`config.mk`:
```
export PLATFORM = sky130hd
export DESIGN_NAME = read_return_collector
export DESIGN_NICKNAME = d
export VERILOG_FILES = /design/src/rtl/read_return_collector.sv
export SDC_FILE = /design/constraint.sdc
export NUM_CORES = 2
export LEC_CHECK = 0
export BUFFER_PORTS_ARGS = -buffer_cell sky130_fd_sc_hd__buf_2
export CORE_MARGIN = 5
export CORE_UTILIZATION = 35
export CTS_CLUSTER_DIAMETER = 120
export DETAILED_ROUTE_END_ITERATION = 16
export HOLD_SLACK_MARGIN = 0.1
export PLACE_DENSITY = 0.53
export RECOVER_POWER = 50
export SLEW_MARGIN = 5
export SYNTH_ARGS = -nofsm -noshare
export SYNTH_HDL_FRONTEND = slang
export SYNTH_SLANG_ARGS = --single-unit
```
`constraint.sdc`:
```
create_clock -name clk -period 8 [get_ports clk]
set_input_delay 0.8 -clock clk [delete_from_list [all_inputs] [get_ports clk]]
set_output_delay 0.8 -clock clk [all_outputs]
set_load 0.02 [all_outputs]
```
`src/rtl/read_return_collector.sv`:
```
// rtl/read_return_collector.sv - east-end read-data chain terminator: per-lane FIFOs drained by a round-robin response port
// No backpressure reaches the chain; each popped entry returns one credit to the upstream read arbiter.

package read_return_collector_pkg;
   typedef struct packed {
      logic [31:0] data;
      logic [15:0] cmd_pld;
   } data_pld_t;
endpackage

module read_return_collector
   import read_return_collector_pkg::*;
#(
   parameter int FIFO_DEPTH = 4,
   parameter int NUM_LANE   = 8
) (
   input  logic                          clk,
   input  logic                          rst_n,
   input  logic [NUM_LANE-1:0]           data_in_vld,
   input  data_pld_t [NUM_LANE-1:0]      data_in,
   output logic                          rd_resp_vld,
   input  logic                          rd_resp_rdy,
   output data_pld_t                     rd_resp_pld,
   output logic [$clog2(NUM_LANE)-1:0]   rd_resp_lane,
   output logic [NUM_LANE-1:0]           credit_rel,
   output logic [NUM_LANE-1:0]           overflow_err,
   output logic [NUM_LANE-1:0]           fifo_empty
);

   localparam int PTR_W  = $clog2(FIFO_DEPTH);
   localparam int CNT_W  = $clog2(FIFO_DEPTH + 1);
   localparam int LANE_W = $clog2(NUM_LANE);
   localparam logic [CNT_W-1:0] FULL_CNT = CNT_W'(FIFO_DEPTH);

   data_pld_t          mem    [NUM_LANE][FIFO_DEPTH];
   logic [PTR_W-1:0]   wr_ptr [NUM_LANE];
   logic [PTR_W-1:0]   rd_ptr [NUM_LANE];
   logic [CNT_W-1:0]   count  [NUM_LANE];

   logic [NUM_LANE-1:0] nonempty;
   logic [NUM_LANE-1:0] full;
   logic [NUM_LANE-1:0] push;
   logic [NUM_LANE-1:0] pop;

   logic [LANE_W-1:0]   rr_ptr;
   logic [LANE_W-1:0]   rr_grant;
   logic [LANE_W-1:0]   rr_idx;
   logic                rr_found;
   logic [LANE_W-1:0]   grant;
   logic [LANE_W-1:0]   lock_lane;
   logic                lock_vld;
   logic                handshake;

   always_comb begin
      for (int i = 0; i < NUM_LANE; i++) begin
         nonempty[i] = (count[i] != '0);
         full[i]     = (count[i] == FULL_CNT);
      end
   end

   assign fifo_empty = ~nonempty;
   assign rd_resp_vld = |nonempty;

   // First non-empty lane at or after rr_ptr, wrapping.
   always_comb begin
      rr_grant = rr_ptr;
      rr_idx   = '0;
      rr_found = 1'b0;
      for (int k = 0; k < NUM_LANE; k++) begin
         rr_idx = rr_ptr + LANE_W'(k);
         if (!rr_found && nonempty[rr_idx]) begin
            rr_grant = rr_idx;
            rr_found = 1'b1;
         end
      end
   end

   // A stalled grant is frozen so pld/lane stay stable until the handshake.
   assign grant     = lock_vld ? lock_lane : rr_grant;
   assign handshake = rd_resp_vld && rd_resp_rdy;

   always_comb begin
      for (int i = 0; i < NUM_LANE; i++) begin
         pop[i]  = handshake && (grant == LANE_W'(i));
         push[i] = data_in_vld[i] && (!full[i] || pop[i]);
      end
   end

   assign rd_resp_pld  = rd_resp_vld ? mem[grant][rd_ptr[grant]] : '0;
   assign rd_resp_lane = rd_resp_vld ? grant : '0;

   always_ff @(posedge clk) begin
      for (int i = 0; i < NUM_LANE; i++) begin
         if (push[i]) begin
            mem[i][wr_ptr[i]] <= data_in[i];
         end
      end
   end

   always_ff @(posedge clk or negedge rst_n) begin
      if (!rst_n) begin
         for (int i = 0; i < NUM_LANE; i++) begin
            wr_ptr[i] <= '0;
            rd_ptr[i] <= '0;
            count[i]  <= '0;
         end
         overflow_err <= '0;
      end else begin
         for (int i = 0; i < NUM_LANE; i++) begin
            if (push[i]) begin
               wr_ptr[i] <= wr_ptr[i] + PTR_W'(1);
            end
            if (pop[i]) begin
               rd_ptr[i] <= rd_ptr[i] + PTR_W'(1);
            end
            case ({push[i], pop[i]})
               2'b10:   count[i] <= count[i] + CNT_W'(1);
               2'b01:   count[i] <= count[i] - CNT_W'(1);
               default: count[i] <= count[i];
            endcase
            if (data_in_vld[i] && !push[i]) begin
               overflow_err[i] <= 1'b1;
            end
         end
      end
   end

   always_ff @(posedge clk or negedge rst_n) begin
      if (!rst_n) begin
         rr_ptr     <= '0;
         lock_vld   <= 1'b0;
         lock_lane  <= '0;
         credit_rel <= '0;
      end else begin
         credit_rel <= pop;
         if (handshake) begin
            rr_ptr   <= grant + LANE_W'(1);
            lock_vld <= 1'b0;
         end else if (rd_resp_vld) begin
            lock_vld  <= 1'b1;
            lock_lane <= grant;
         end
      end
   end

endmodule

```
==> impl_results.md <==
* Status: finished with violations
* Violated checks: max-capacitance violations, max-slew violations
* Fill cells at 16496
* Hold wc startpoint: data_in_vld[3]
* Worst Hold Class: primary input to flip-flop
* Max-slew violations at between 60 and 70
* Multi-input logic area at between 0.015 and 0.02 mm2
* Share of cells above drive strength 1 at 18.0%
* WL final at 218000 um
* Die H at 439 um
* Post-synth EDFFs at 1536
* Post-Syn Area per Cell at approximately 18 um2
* Post-synth net total at a little under 4000
* Clk slew on worst S/H paths at 0.06 ns
* Root Buffer: clkbuf_16
* Synth Flop Type: edfxtp_1
* Critical Path Sink Type: output pin
* CTS sink count at between 1500 and 2000
* Worst EP arrival at approximately 7.1 ns
* YS warnings at 0
* Switch share at about two fifths
* Synth top area cells: edfxtp_1 72%, mux4_2 9.2%, dfrtp_1 3.1%, nand2_1 2.1%, mux2i_1 1.3%
* Placed Cells incl. Taps at ~6400
* Critical Path, Cell by Cell: inv_1 -> ha_1 -> buf_4 -> nor4_1 -> a2111oi_1 -> nor4_2 -> a22oi_2 -> a211o_1 -> a2111oi_4 -> buf_12 -> buf_12 -> mux4_2 -> o21ai_2 -> nand4_1 -> buf_2
* Storage element area at between 0.04 and 0.05 mm2
* Setup Skew at between 0.02 and 0.03 ns
* Total CTS buffers at 164
* Die area at ~0.19 mm2
* Critical path startpoint category: flip-flop
* First-pass GRT wire length at between 200000 and 300000 um
* Leakage at 24.2 nW
* Starting DRC count in detailed routing at about 4300
* #FFs+latches synth at roughly 1600
* Combinational Power Share at 46.3%
* Detailed-route wire length per cell at 32.4 um
* Clk Latency, worst-skew pair at 0.81 ns
* Cell Pwr Density at ~480 mW/mm2
* Worst vdd ir at 0.438 mV
* DR vias at around 37000
* Die W at ~440 um
* Worst path required time at slightly above 7 ns
* Clk pwr share at 21.1%
* Antenna-violating nets left at 0
* Vias/cell at between 5 and 6
* Final setup violation count at 0
* Share of power burned in registers at about a third
* Cells after Synth at between 3000 and 4000
* CTS tree: built
* Critical path's largest stage delay at 0.63 ns
* Area growth syn-to-layout at 16.8%
* Core Area at roughly 0.18 mm2
* Largest area contributor in the netlist: edfxtp_1
* Worst reg2reg startpoint: rr_ptr[1]
* Place WS at around 0.36 ns
* Final worst path period share at between 90% and 100%
* Synth top area share at a little under three quarters
* CTS H-tree depth at 4
* Count of cell types in the netlist at 80
* Tmin final at between 7 and 8 ns
* Worst Tran Pin Value at ~3.7 ns
* Crit path kind: flip-flop to output pin
* Internal power at roughly 21 mW
* Largest net degree at the start of global routing at 89
* RSZ-0062 raised after global routing: true
* Worst Path Max Fanout at 50
* CP max-delay cell: nand4_1
* FF-to-FF path depth at 16
* Sequential-to-total area share from yosys stat at roughly three quarters
* Vias in the first global route at roughly 36000
* Fin Setup TNS at 0 ns
* Crit-path most repeated cell: buf_12
* All-layer global routing usage at between 20 and 25%
* Number of nets in the layout at around 4500
* Synth async-reset ratio at a little under 5%
* Final Worst Setup Slack at about 0.15 ns
* Reg-to-reg slack, setup at between 1 and 1.5 ns
* Max Cap Viol at 1
* HPWL after DPL at around 140000 um
* Initial Util at between 30% and 40%
* Num rows at ~160
* Finished Layout Cells at 6730
* Hold EP: overflow_err[3]
* Commonest non-fill, non-tap cell in the layout: edfxtp_1
* Port Buf Inserts at 470
* Max Freq at about 130 MHz
* Psw at 15.1 mW
* R2r endpoint: mem[6][37]
* IO Pins at about 470
* CTS max path bufs at 3
* Endpoints failing hold at 0
* Residual DRC at 0
* Gpl congestion at approximately 0.85
* GRT Residual Overflow at 0
* Drt first pass iters at 6
* Worst Hold Depth at 2
* Worst relative slew slack at -146%
* Synth Cell Area at roughly 0.064 mm2
* Initial antenna violation count at 140
* Highest-count cells in the layout ignoring fill and taps: 1536 x edfxtp_1, 439 x clkbuf_1, 361 x nand2_1, 264 x mux4_2, 170 x clkbuf_16
[cells in the mapped netlist, types with 7 or more instances]
library cell	number
a2111oi_0	7
a211oi_1	39
a21oi_1	18
a221o_1	11
a221oi_1	35
a22oi_1	48
a31oi_1	35
a41oi_1	17
and2_1	63
and3_1	7
buf_1	7
buf_2	83
buf_4	17
clkbuf_1	86
dfrtp_1	79
edfxtp_1	1536
fa_1	8
ha_1	42
inv_1	65
mux2_2	9
mux2i_1	82
mux4_2	264
nand2_1	362
nand3_1	86
nand4_1	83
nor2_1	45
nor3_1	11
nor4_1	11
o2111ai_1	49
o211ai_1	22
o21a_1	51
o21ai_0	50
o21ai_1	49
xnor2_1	32
xor2_1	19
[power by group through the flow]
| stage | clock (mW) | combinational (mW) | sequential, mW |
|---|---|---|---|
| after CTS | 7.72 | 16.6 | 11.7 |
| final | 7.58 | 16.7 | 11.7 |
| after detailed placement | 0 | 16.5 | 11.9 |
| after floorplan | 0 | 9.41 | 11.8 |
| after global placement | 0 | 16.5 | 11.9 |
| after global routing | 8.06 | 17.4 | 11.9 |
[critical path: cells and delay by family, from the launching register on]
kind / cells / cell delay (ns)
multiplexers: 1 / 0.58
AO/OA/AOI/OAI: 5 / 1.74
AND/OR/NAND/NOR: 3 / 1.47
buffers and inverters: 5 / 1.58
flip-flops: 1 / 0.37
adder cells (fa/ha/maj): 1 / 0.39
[final cells by class]
class	instances	share of cell area, %
diodes	69	0.230
clock buffers	199	5.79
clock inverters	92	1.20
inverters	71	0.355
multi-input cells	1645	20.2
flip-flops and latches	1615	64.1
well taps	2464	4.11
repair buffers	575	4.05
[cells by family (layout without fill, tap and decap cells)]
| family | count (synthesis) | after routing | share of synthesized area [%] |
|---|---|---|---|
| flops | 1615 | 1615 | 74.8 |
| mux | 360 | 360 | 10.8 |
| other cells | 0 | 69 | 0 |
| buf+inv | 273 | 937 | 1.94 |
| simple gates | 705 | 705 | 5.22 |
| compound gates | 479 | 479 | 5.49 |
| xor+xnor | 51 | 51 | 0.695 |
| fa+ha+maj | 50 | 50 | 1.07 |
[state kept, by name (all words and copies together), names as in the netlist]
name / flops
rr_ptr: 3
overflow_err: 8
lock_lane: 3
lock_vld: 1
credit_rel: 8
rd_ptr: 16
wr_ptr: 16
mem: 1536
count: 24
[how the worst max path moves through the flow]
| stage | endpoint | slack (ns) | cells after the start | start |
|---|---|---|---|---|
| floorplan | mem[7][0] | 1.72 | 21 | rr_ptr[1] |
| global placement | rd_resp_pld[44] | 0.32 | 15 | rr_ptr[1] |
| detailed placement | rd_resp_pld[44] | 0.36 | 15 | rr_ptr[1] |
| CTS | rd_resp_pld[44] | -0.19 | 15 | rr_ptr[1] |
| global route | rd_resp_pld[44] | -0.04 | 15 | rr_ptr[1] |
| finish | rd_resp_pld[44] | 0.15 | 15 | rr_ptr[1] |
[layer usage]
| layer | vias to the layer above | wire length (um) | GRT usage (%) |
|---|---|---|---|
| met4 | 48 | 8760 | 9.42 |
| met2 | 1719 | 101000 | 33.8 |
| li1 | 15409 | - | - |
| met3 | 405 | 17200 | 4.98 |
| met5 | - | 305 | 0 |
| met1 | 19527 | 90900 | 30.7 |
[what timing repair did]
| item | in CTS | in global routing |
|---|---|---|
| setup buffers | 6 | 2 |
| hold endpoints to repair | 13 | 0 |
| cloned | 0 | 2 |
| pin swaps | 4 | 2 |
| setup endpoints to repair | 17 | 40 |
| gates resized for setup | 13 | 13 |
| hold buffers | 1 | 0 |
[stage by stage]
| stage | utilization (%) | area [um2] | power, mW | hold slack (ns) |
|---|---|---|---|---|
| 2_1_floorplan | - | 64300 | 21.2 | 0.449 |
| 3_3_place_gp | 38.2 | 69900 | 28.4 | 0.434 |
| 3_5_place_dp | 38.2 | 69900 | 28.4 | 0.441 |
| 4_1_cts | 41.2 | 75300 | 36.1 | 0.140 |
| 5_1_grt | 41.0 | 75000 | 37.3 | 0.198 |
| 6_report | 41.1 | 75100 | 36.0 | 0.229 |
No activity file was read; power rests on OpenSTA's default activity.
